File: src/rtl/alu_cmd_queue_if.sv
// alu_cmd_queue_if: command-side and result-side handshake bundle for alu_cmd_queue.
// The queue uses the slave modport; whatever feeds commands and takes results
// uses the master modport.
`timescale 1ns/1ps

interface alu_cmd_queue_if #(
    parameter int W = 4
);
    logic         in_valid;
    logic         in_ready;
    logic [2:0]   in_op;
    logic [W-1:0] in_a;
    logic [W-1:0] in_b;

    logic         out_valid;
    logic         out_ready;
    logic [W-1:0] out_y;
    logic         out_zero;
    logic         out_carry;
    logic [2:0]   out_op;
    logic         out_err;

    modport master (
        output in_valid, in_op, in_a, in_b, out_ready,
        input  in_ready, out_valid, out_y, out_zero, out_carry, out_op, out_err
    );

    modport slave (
        input  in_valid, in_op, in_a, in_b, out_ready,
        output in_ready, out_valid, out_y, out_zero, out_carry, out_op, out_err
    );
endinterface

File: src/rtl/alu_cmd_queue.sv
// alu_cmd_queue: DEPTH-entry command FIFO in front of a combinational alu, with a
// registered valid/ready result stage behind it. The FIFO head drives the alu
// operands; the alu outputs are captured when the head is issued.
// Optional feature: define ALU_CMDQ_STATS_EN to add saturating 16-bit issue,
// carry and error counters (stat_issued, stat_carry, stat_err).
`timescale 1ns/1ps

module alu_cmd_queue #(
    parameter int W     = 4,
    parameter int DEPTH = 4
) (
    input  logic                   clk,
    input  logic                   rst_n,
    alu_cmd_queue_if.slave         bus,
    output logic [2:0]             alu_op,
    output logic [W-1:0]           alu_a,
    output logic [W-1:0]           alu_b,
    input  logic [W-1:0]           alu_y,
    input  logic                   alu_zero,
    input  logic                   alu_carry,
    output logic [$clog2(DEPTH):0] count
`ifdef ALU_CMDQ_STATS_EN
    ,
    output logic [15:0]            stat_issued,
    output logic [15:0]            stat_carry,
    output logic [15:0]            stat_err
`endif
);

    localparam int PW = $clog2(DEPTH);
    localparam int CW = PW + 1;

    typedef enum logic {
        OUT_EMPTY = 1'b0,
        OUT_FULL  = 1'b1
    } out_state_t;

    out_state_t   state_q;
    out_state_t   state_d;

    logic [2:0]   op_mem [DEPTH];
    logic [W-1:0] a_mem  [DEPTH];
    logic [W-1:0] b_mem  [DEPTH];
    logic [PW-1:0] wr_ptr;
    logic [PW-1:0] rd_ptr;
    logic [CW-1:0] count_q;

    logic fifo_empty;
    logic fifo_full;
    logic push;
    logic issue;
    logic head_err;

    logic [W-1:0] y_q;
    logic         zero_q;
    logic         carry_q;
    logic [2:0]   op_q;
    logic         err_q;

    assign fifo_empty = (count_q == '0);
    assign fifo_full  = (count_q == CW'(DEPTH));
    assign push       = bus.in_valid & ~fifo_full;
    assign issue      = ~fifo_empty & ((state_q == OUT_EMPTY) | bus.out_ready);

    assign alu_op   = fifo_empty ? 3'b000 : op_mem[rd_ptr];
    assign alu_a    = fifo_empty ? '0     : a_mem[rd_ptr];
    assign alu_b    = fifo_empty ? '0     : b_mem[rd_ptr];
    assign head_err = (alu_op > 3'b100);

    assign count         = count_q;
    assign bus.in_ready  = ~fifo_full;
    assign bus.out_valid = (state_q == OUT_FULL);
    assign bus.out_y     = y_q;
    assign bus.out_zero  = zero_q;
    assign bus.out_carry = carry_q;
    assign bus.out_op    = op_q;
    assign bus.out_err   = err_q;

    // Command storage; validity is tracked by the pointers and count, so no reset.
    always_ff @(posedge clk) begin
        if (push) begin
            op_mem[wr_ptr] <= bus.in_op;
            a_mem[wr_ptr]  <= bus.in_a;
            b_mem[wr_ptr]  <= bus.in_b;
        end
    end

    // FIFO pointers and occupancy; simultaneous push and issue leave count unchanged.
    always_ff @(posedge clk or negedge rst_n) begin
        if (!rst_n) begin
            wr_ptr  <= '0;
            rd_ptr  <= '0;
            count_q <= '0;
        end else begin
            if (push) begin
                wr_ptr <= wr_ptr + PW'(1);
            end
            if (issue) begin
                rd_ptr <= rd_ptr + PW'(1);
            end
            if (push && !issue) begin
                count_q <= count_q + CW'(1);
            end else if (issue && !push) begin
                count_q <= count_q - CW'(1);
            end
        end
    end

    // Output stage state register.
    always_ff @(posedge clk or negedge rst_n) begin
        if (!rst_n) begin
            state_q <= OUT_EMPTY;
        end else begin
            state_q <= state_d;
        end
    end

    // Output stage next state: fill on issue, empty when a result leaves with nothing behind it.
    always_comb begin
        state_d = state_q;
        case (state_q)
            OUT_EMPTY: begin
                if (issue) begin
                    state_d = OUT_FULL;
                end
            end
            OUT_FULL: begin
                if (bus.out_ready && !issue) begin
                    state_d = OUT_EMPTY;
                end
            end
            default: begin
                state_d = OUT_EMPTY;
            end
        endcase
    end

    // Result register: captures the alu response to the head command as it is popped.
    always_ff @(posedge clk or negedge rst_n) begin
        if (!rst_n) begin
            y_q     <= '0;
            zero_q  <= 1'b0;
            carry_q <= 1'b0;
            op_q    <= 3'b000;
            err_q   <= 1'b0;
        end else if (issue) begin
            y_q     <= alu_y;
            zero_q  <= alu_zero;
            carry_q <= alu_carry;
            op_q    <= alu_op;
            err_q   <= head_err;
        end
    end

`ifdef ALU_CMDQ_STATS_EN
    logic [15:0] stat_issued_q;
    logic [15:0] stat_carry_q;
    logic [15:0] stat_err_q;

    assign stat_issued = stat_issued_q;
    assign stat_carry  = stat_carry_q;
    assign stat_err    = stat_err_q;

    // Saturating event counters, bumped once per issued command.
    always_ff @(posedge clk or negedge rst_n) begin
        if (!rst_n) begin
            stat_issued_q <= '0;
            stat_carry_q  <= '0;
            stat_err_q    <= '0;
        end else if (issue) begin
            if (stat_issued_q != 16'hFFFF) begin
                stat_issued_q <= stat_issued_q + 16'd1;
            end
            if (alu_carry && (stat_carry_q != 16'hFFFF)) begin
                stat_carry_q <= stat_carry_q + 16'd1;
            end
            if (head_err && (stat_err_q != 16'hFFFF)) begin
                stat_err_q <= stat_err_q + 16'd1;
            end
        end
    end
`endif

endmodule
File: src/flat_wrapper.sv
// flat-port wrapper written by rule: the top's interface ports become plain ports
module alu_cmd_queue_flat 
#(
    parameter int W     = 4,
    parameter int DEPTH = 4
)
  (clk, rst_n, alu_op, alu_a, alu_b, alu_y, alu_zero, alu_carry, count, bus_in_valid, bus_in_op, bus_in_a, bus_in_b, bus_out_ready, bus_in_ready, bus_out_valid, bus_out_y, bus_out_zero, bus_out_carry, bus_out_op, bus_out_err);
  alu_cmd_queue_if #(.W(W)) bus_i ();
  input  logic clk;
  input  logic rst_n;
  output logic [2:0] alu_op;
  output logic [W-1:0] alu_a;
  output logic [W-1:0] alu_b;
  input  logic [W-1:0] alu_y;
  input  logic alu_zero;
  input  logic alu_carry;
  output logic [$clog2(DEPTH):0] count;
  input wire logic [$bits(bus_i.in_valid)-1:0] bus_in_valid;
  input wire logic [$bits(bus_i.in_op)-1:0] bus_in_op;
  input wire logic [$bits(bus_i.in_a)-1:0] bus_in_a;
  input wire logic [$bits(bus_i.in_b)-1:0] bus_in_b;
  input wire logic [$bits(bus_i.out_ready)-1:0] bus_out_ready;
  output wire logic [$bits(bus_i.in_ready)-1:0] bus_in_ready;
  output wire logic [$bits(bus_i.out_valid)-1:0] bus_out_valid;
  output wire logic [$bits(bus_i.out_y)-1:0] bus_out_y;
  output wire logic [$bits(bus_i.out_zero)-1:0] bus_out_zero;
  output wire logic [$bits(bus_i.out_carry)-1:0] bus_out_carry;
  output wire logic [$bits(bus_i.out_op)-1:0] bus_out_op;
  output wire logic [$bits(bus_i.out_err)-1:0] bus_out_err;
  assign bus_i.in_valid = bus_in_valid;
  assign bus_i.in_op = bus_in_op;
  assign bus_i.in_a = bus_in_a;
  assign bus_i.in_b = bus_in_b;
  assign bus_i.out_ready = bus_out_ready;
  assign bus_in_ready = bus_i.in_ready;
  assign bus_out_valid = bus_i.out_valid;
  assign bus_out_y = bus_i.out_y;
  assign bus_out_zero = bus_i.out_zero;
  assign bus_out_carry = bus_i.out_carry;
  assign bus_out_op = bus_i.out_op;
  assign bus_out_err = bus_i.out_err;
  alu_cmd_queue #(.W(W), .DEPTH(DEPTH)) u_core (.clk(clk), .rst_n(rst_n), .bus(bus_i), .alu_op(alu_op), .alu_a(alu_a), .alu_b(alu_b), .alu_y(alu_y), .alu_zero(alu_zero), .alu_carry(alu_carry), .count(count));
endmodule
File: config.mk
export PLATFORM = sky130hd
export DESIGN_NAME = alu_cmd_queue_flat
export DESIGN_NICKNAME = d
export VERILOG_FILES = /design/src/rtl/alu_cmd_queue_if.sv /design/src/rtl/alu_cmd_queue.sv /design/src/flat_wrapper.sv
export SDC_FILE = /design/constraint.sdc
export NUM_CORES = 1
export LEC_CHECK = 0
export BUFFER_PORTS_ARGS = -buffer_cell sky130_fd_sc_hd__buf_2
export CORE_AREA = 2 2 83 85
export CTS_BUF_LIST = sky130_fd_sc_hd__clkbuf_8
export CTS_CLUSTER_DIAMETER = 30
export DETAILED_ROUTE_END_ITERATION = 16
export DIE_AREA = 0 0 85 87
export PLACE_DENSITY = 0.57
export SLEW_MARGIN = 10
export SYNTH_ARGS = -nofsm -noshare
export SYNTH_HDL_FRONTEND = slang
export SYNTH_SLANG_ARGS = --single-unit
File: constraint.sdc
create_clock -name clk -period 4.8 [get_ports clk]
set_clock_uncertainty 0.1 [all_clocks]
set_input_delay 1.44 -clock clk [delete_from_list [all_inputs] [get_ports clk]]
set_output_delay 1.44 -clock clk [all_outputs]
set_load 0.1 [all_outputs]
# Word level (Yosys, flattened, before mapping)
# Memories as Yosys holds them, arrays and structs flattened.
# Cells that the tools add are included.
# totals
regBits	18
ramBits	44
input_bits	21
out_inout_bits	26
word_cells	41
n_memories	3
# classes
n_addsub	4
magnitude_cmp	1
n_eq_ne	1
mux	10
bitwise_logic	6
reduce_logical	7
# memory_table
name	words	width	read_ports	rd_ports_with_merged_regs	write_ports	line_no	source
u_core.a_mem	4	4	1	0	1	alu_cmd_queue.sv:42	logic [W-1:0] a_mem [DEPTH];
u_core.b_mem	4	4	1	0	1	alu_cmd_queue.sv:43	logic [W-1:0] b_mem [DEPTH];
u_core.op_mem	4	3	1	0	1	alu_cmd_queue.sv:41	logic [2:0] op_mem [DEPTH];
# ops
operator	count
2-to-1 mux 3 bit	3
2-to-1 mux 4 bit	2
adder 2 x 1 -> 2 bit, second input constant	2
2-to-1 mux 1 bit	4
adder 3 x 1 -> 3 bit, second input constant	1
equality test 3 bit, second input constant	1
> comparator 3 bit, second input constant	1
logical AND 1 bit	3
zero test 3 bit	1
NOT 1 bit	3
subtractor 3 x 1 -> 3 bit, second input constant	1
AND 1 bit	2
zero test 1 bit	2
one-hot mux 1 bit (2 select lines)	1
nonzero test 2 bit	1
OR 1 bit	1

# Longest topological paths before layout
# logic_depth
word_depth	7
mapped_depth	10
mapped_depth_nobuf	9

# Worst setup path before layout
# Ideal clock, no wire load.
# synth_path
kind	register to output
from	register u_core.count_q[0] (netlist: u_core.count[0])
to	output port alu_a[0]
arrival_ps	2250
required_time_ps	3260
path_slack_ps	1010
path_stages_with_launch	4
n_path_buf	1
cell_sequence	dfrtp_1 > or3_4 > clkbuf_1 > and2_1
# synth_between
elab_chain_len	2
# synth_lines
element	line_no	source
start, declared	alu_cmd_queue.sv:46	logic [CW-1:0] count_q;
start signal, assigned	alu_cmd_queue.sv:102	count_q <= count_q + CW'(1);
start signal, assigned	alu_cmd_queue.sv:104	count_q <= count_q - CW'(1);
zero test 3 bit	alu_cmd_queue.sv:60	assign fifo_empty = (count_q == '0);
2-to-1 mux 4 bit	alu_cmd_queue.sv:66	assign alu_a = fifo_empty ? '0 : a_mem[rd_ptr];
end, declared	flat_wrapper.sv:12	output logic [W-1:0] alu_a;
# Every way passes these cells.

# Worst setup path in the final report
# layout_path
from	register u_core.rd_ptr[0]
to	output port alu_op[2]
# layout_between
elab_chain_len	2
# layout_lines
element	line_no	source
start, declared	alu_cmd_queue.sv:45	logic [PW-1:0] rd_ptr;
start signal, assigned	alu_cmd_queue.sv:99	rd_ptr <= rd_ptr + PW'(1);
memory read (4 x 3 bit)	-	
2-to-1 mux 3 bit	alu_cmd_queue.sv:65	assign alu_op = fifo_empty ? 3'b000 : op_mem[rd_ptr];
end, declared	flat_wrapper.sv:11	output logic [2:0] alu_op;
# Every way passes these cells.

==> impl_metrics.py <==
metrics = {
    "finish": {
        "fill_cells": 563,
        "layout.cells.non_filler": 269,
        "fin_util_pct": 45.8,
        "drive_above_1_share_pct": 44.4,
        "diodes": 0,
        "nets": 211,
        "syn2layout_area_growth_pct": 19.1,
    },
    "floorplanning": {
        "rows": 30,
        "start_util_pct": 38.4,
        "die_x_um": 85,
        "core_region_area_um2": 6570,
        "die-area_um2": 7400,
        "ios": 47,
        "chipHeight_um": 87,
    },
    "logic_synthesis": {
        "syn-instance-count": 131,
        "avgSynthCellArea_um2": 19.3,
        "synth_common_cells": "edfxtp_1, dfrtp_1, and2_1",
        "yosysTopAreaCell": "edfxtp_1",
        "yosysMostFrequentCell": "edfxtp_1",
        "syn-num-nets": 158,
        "yosysUniqueCellTypes": 24,
        "yosysWarnings": 0,
        "ys_top_cells_by_area": "edfxtp_1, dfrtp_1, mux4_2, mux2_4, and2_1",
        "synth.cell_area_um2": 2520,
        "synthArstFlopShare_pct": 29.0,
        "synth-main-ff-cell": "edfxtp_1",
        "netlist.area_leader.share_pct": 52.4,
        "synth_edf_count": 44,
        "ys_seq_area_share_pct": 70.2,
        "ys_ff_latch": 62,
    },
    "worst_setup_path": {
        "path_buf_inv": 1,
        "cp_top_family": "flip-flops",
        "slowest_delay_ns": 0.85,
        "crit_chain": "mux4_2 > and2_1 > buf_2",
        "cp_max_fo": 13,
        "criticalPathCategory": "reg2out",
        "critPathLaunchType": "register",
        "critPathLaunch": "u_core.rd_ptr[0]",
        "critPathRequiredTime_ns": 3.26,
        "path_depth": 3,
        "cp.arrival_ns": 2.29,
        "reg2reg_depth": 9,
        "cp-end-kind": "output port",
        "crit_slowest_cell": "dfrtp_1",
        "r2r-start": "u_core.count[0]",
    },
    "placed_design": {
        "place_congestion": 0.665,
        "portBuffers": 46,
        "dp_cells": 253,
        "dp_slack_ns": 1.28,
        "hpwl_um": 3070,
    },
    "global_route": {
        "grt_pass1_wl_um": 7130,
        "globalRouteOverflowTotal": 0,
        "grt_usage_pct": 13.6,
        "grt_antenna_before_repair": 0,
        "grt_pass1_vias": 1424,
        "grt_max_degree": 19,
    },
    "routing": {
        "drc": 0,
        "drt_iter0_markers": 47,
        "wirelength_um": 4560,
        "first_pass_iters": 4,
        "vias": 1289,
        "wl_per_cell_um": 17.0,
        "viasPerCell": 4.79,
        "ant_nets": 0,
    },
    "clocking": {
        "cts_tree": "done",
        "cts_max_level": 3,
        "cts-root-buf": "clkbuf_8",
        "cts_resized": 0,
        "cts.sinks": 62,
        "hold_buffers": 0,
        "clock_path_buffers": 2,
        "cts-buffers-inserted": 9,
        "clk_latency_ns": 0.33,
        "cts_setup_buffers": 0,
        "path_clk_slew_ns": 0.07,
    },
    "hold_path": {
        "whs_path_depth": 1,
        "hold_path.class": "reg2reg",
        "hp-start": "u_core.bus.out_zero",
    },
    "sta": {
        "slew_headroom_pct": 47.9,
        "setup_viol": 0,
        "max_freq_mhz": 261,
        "finalHoldViolCount": 0,
        "rsz0062_at_grt": "false",
        "min_period_over_period_pct": 79.8,
        "fin_crit_ns": 3.83,
        "worst_slack_ns": 0.970,
        "setup_tns_ns": 0,
        "worst_pin_slew_ns": 0.782,
        "final_max_slew_viol_count": 0,
    },
    "run_status": {
        "status": "finished, final reports clean",
    },
    "job": {
        "cap_violations": 0,
    },
}
[worst reg2reg max path, stage by stage, from the launching register on]
cell and delay [ns]:
dfrtp_1 0.44, or3_4 0.51, and2_4 0.25, inv_1 0.11, ha_1 0.19, inv_1 0.06, fa_1 0.38, xor2_1 0.15
nor2_1 0.11, xor2_1 0.17
[area by class of cell]
type / count / area (um^2) / share of cell area, %
clock buffers: 9 / 124 / 4.12
repair buffers: 46 / 230 / 7.66
well taps: 80 / 100 / 3.33
clock inverters: 7 / 56.3 / 1.87
multi-input cells: 60 / 704 / 23.4
flip-flops and latches: 62 / 1770 / 59.0
inverters: 5 / 18.8 / 0.624
[worst paths after layout]
kind / end / slack [ns]
max reg2reg: u_core.count[2] / 2.26
min reg2reg: u_core.bus.out_zero / 0.41
max in group asynchronous: u_core.rd_ptr[0] / 3.36
max: alu_op[2] / 0.97
min: u_core.bus.out_zero / 0.41
min in group asynchronous: u_core.bus.out_y[0] / 0.94
[placed cells by master (no fill, tap or decap), types with 2 or more instances in the layout]
| cell | Yosys | final |
|---|---|---|
| mux4_2 | 11 | 11 |
| clkbuf_8 | 0 | 9 |
| ha_1 | 5 | 5 |
| mux2_2 | 3 | 3 |
| nor2_1 | 2 | 2 |
| clkinv_1 | 0 | 2 |
| nand2b_1 | 2 | 2 |
| mux2_4 | 8 | 8 |
| xor2_1 | 2 | 2 |
| and2_1 | 15 | 15 |
| xnor2_1 | 4 | 4 |
| dfrtp_1 | 18 | 18 |
| inv_1 | 5 | 6 |
| edfxtp_1 | 44 | 44 |
| clkinv_2 | 0 | 3 |
| buf_2 | 1 | 46 |
[stage by stage]
step                      instance area, um^2  hold slack [ns]
after CTS                                3010            0.410
after global placement                   2830            0.391
final                                    3010            0.409
after floorplan                          2520            0.434
after detailed placement                 2830            0.389
after global routing                     3010            0.418
[per-layer routing]
| layer | track usage [%] | vias to the layer above | share of wire, % |
|---|---|---|---|
| met5 | 0 | - | 0 |
| met4 | 8.23 | 0 | 2.3 |
| met3 | 3.79 | 8 | 3.7 |
| met2 | 23.2 | 22 | 55 |
| met1 | 15.0 | 665 | 39 |
| li1 | - | 594 | - |
[sequential cells by signal (all words and copies together), names as in the netlist, 2 cells and up]
name,count
u_core.count,3
u_core.rd_ptr,2
u_core.b_mem,16
u_core.wr_ptr,2
u_core.bus.out_op,3
u_core.bus.out_y,4
u_core.a_mem,16
u_core.op_mem,12
[kinds of logic after synthesis]
family	count (synthesis)	share of synthesized area, %
mux	22	15.9
simple gates	23	5.65
fa+ha+maj	6	3.27
flops	62	70.2
buf+inv	9	1.84
compound gates	3	0.992
xor+xnor	6	2.08
Power is not shown: default switching activity piles up to over one toggle a cycle in this logic, so the estimate is an artifact.
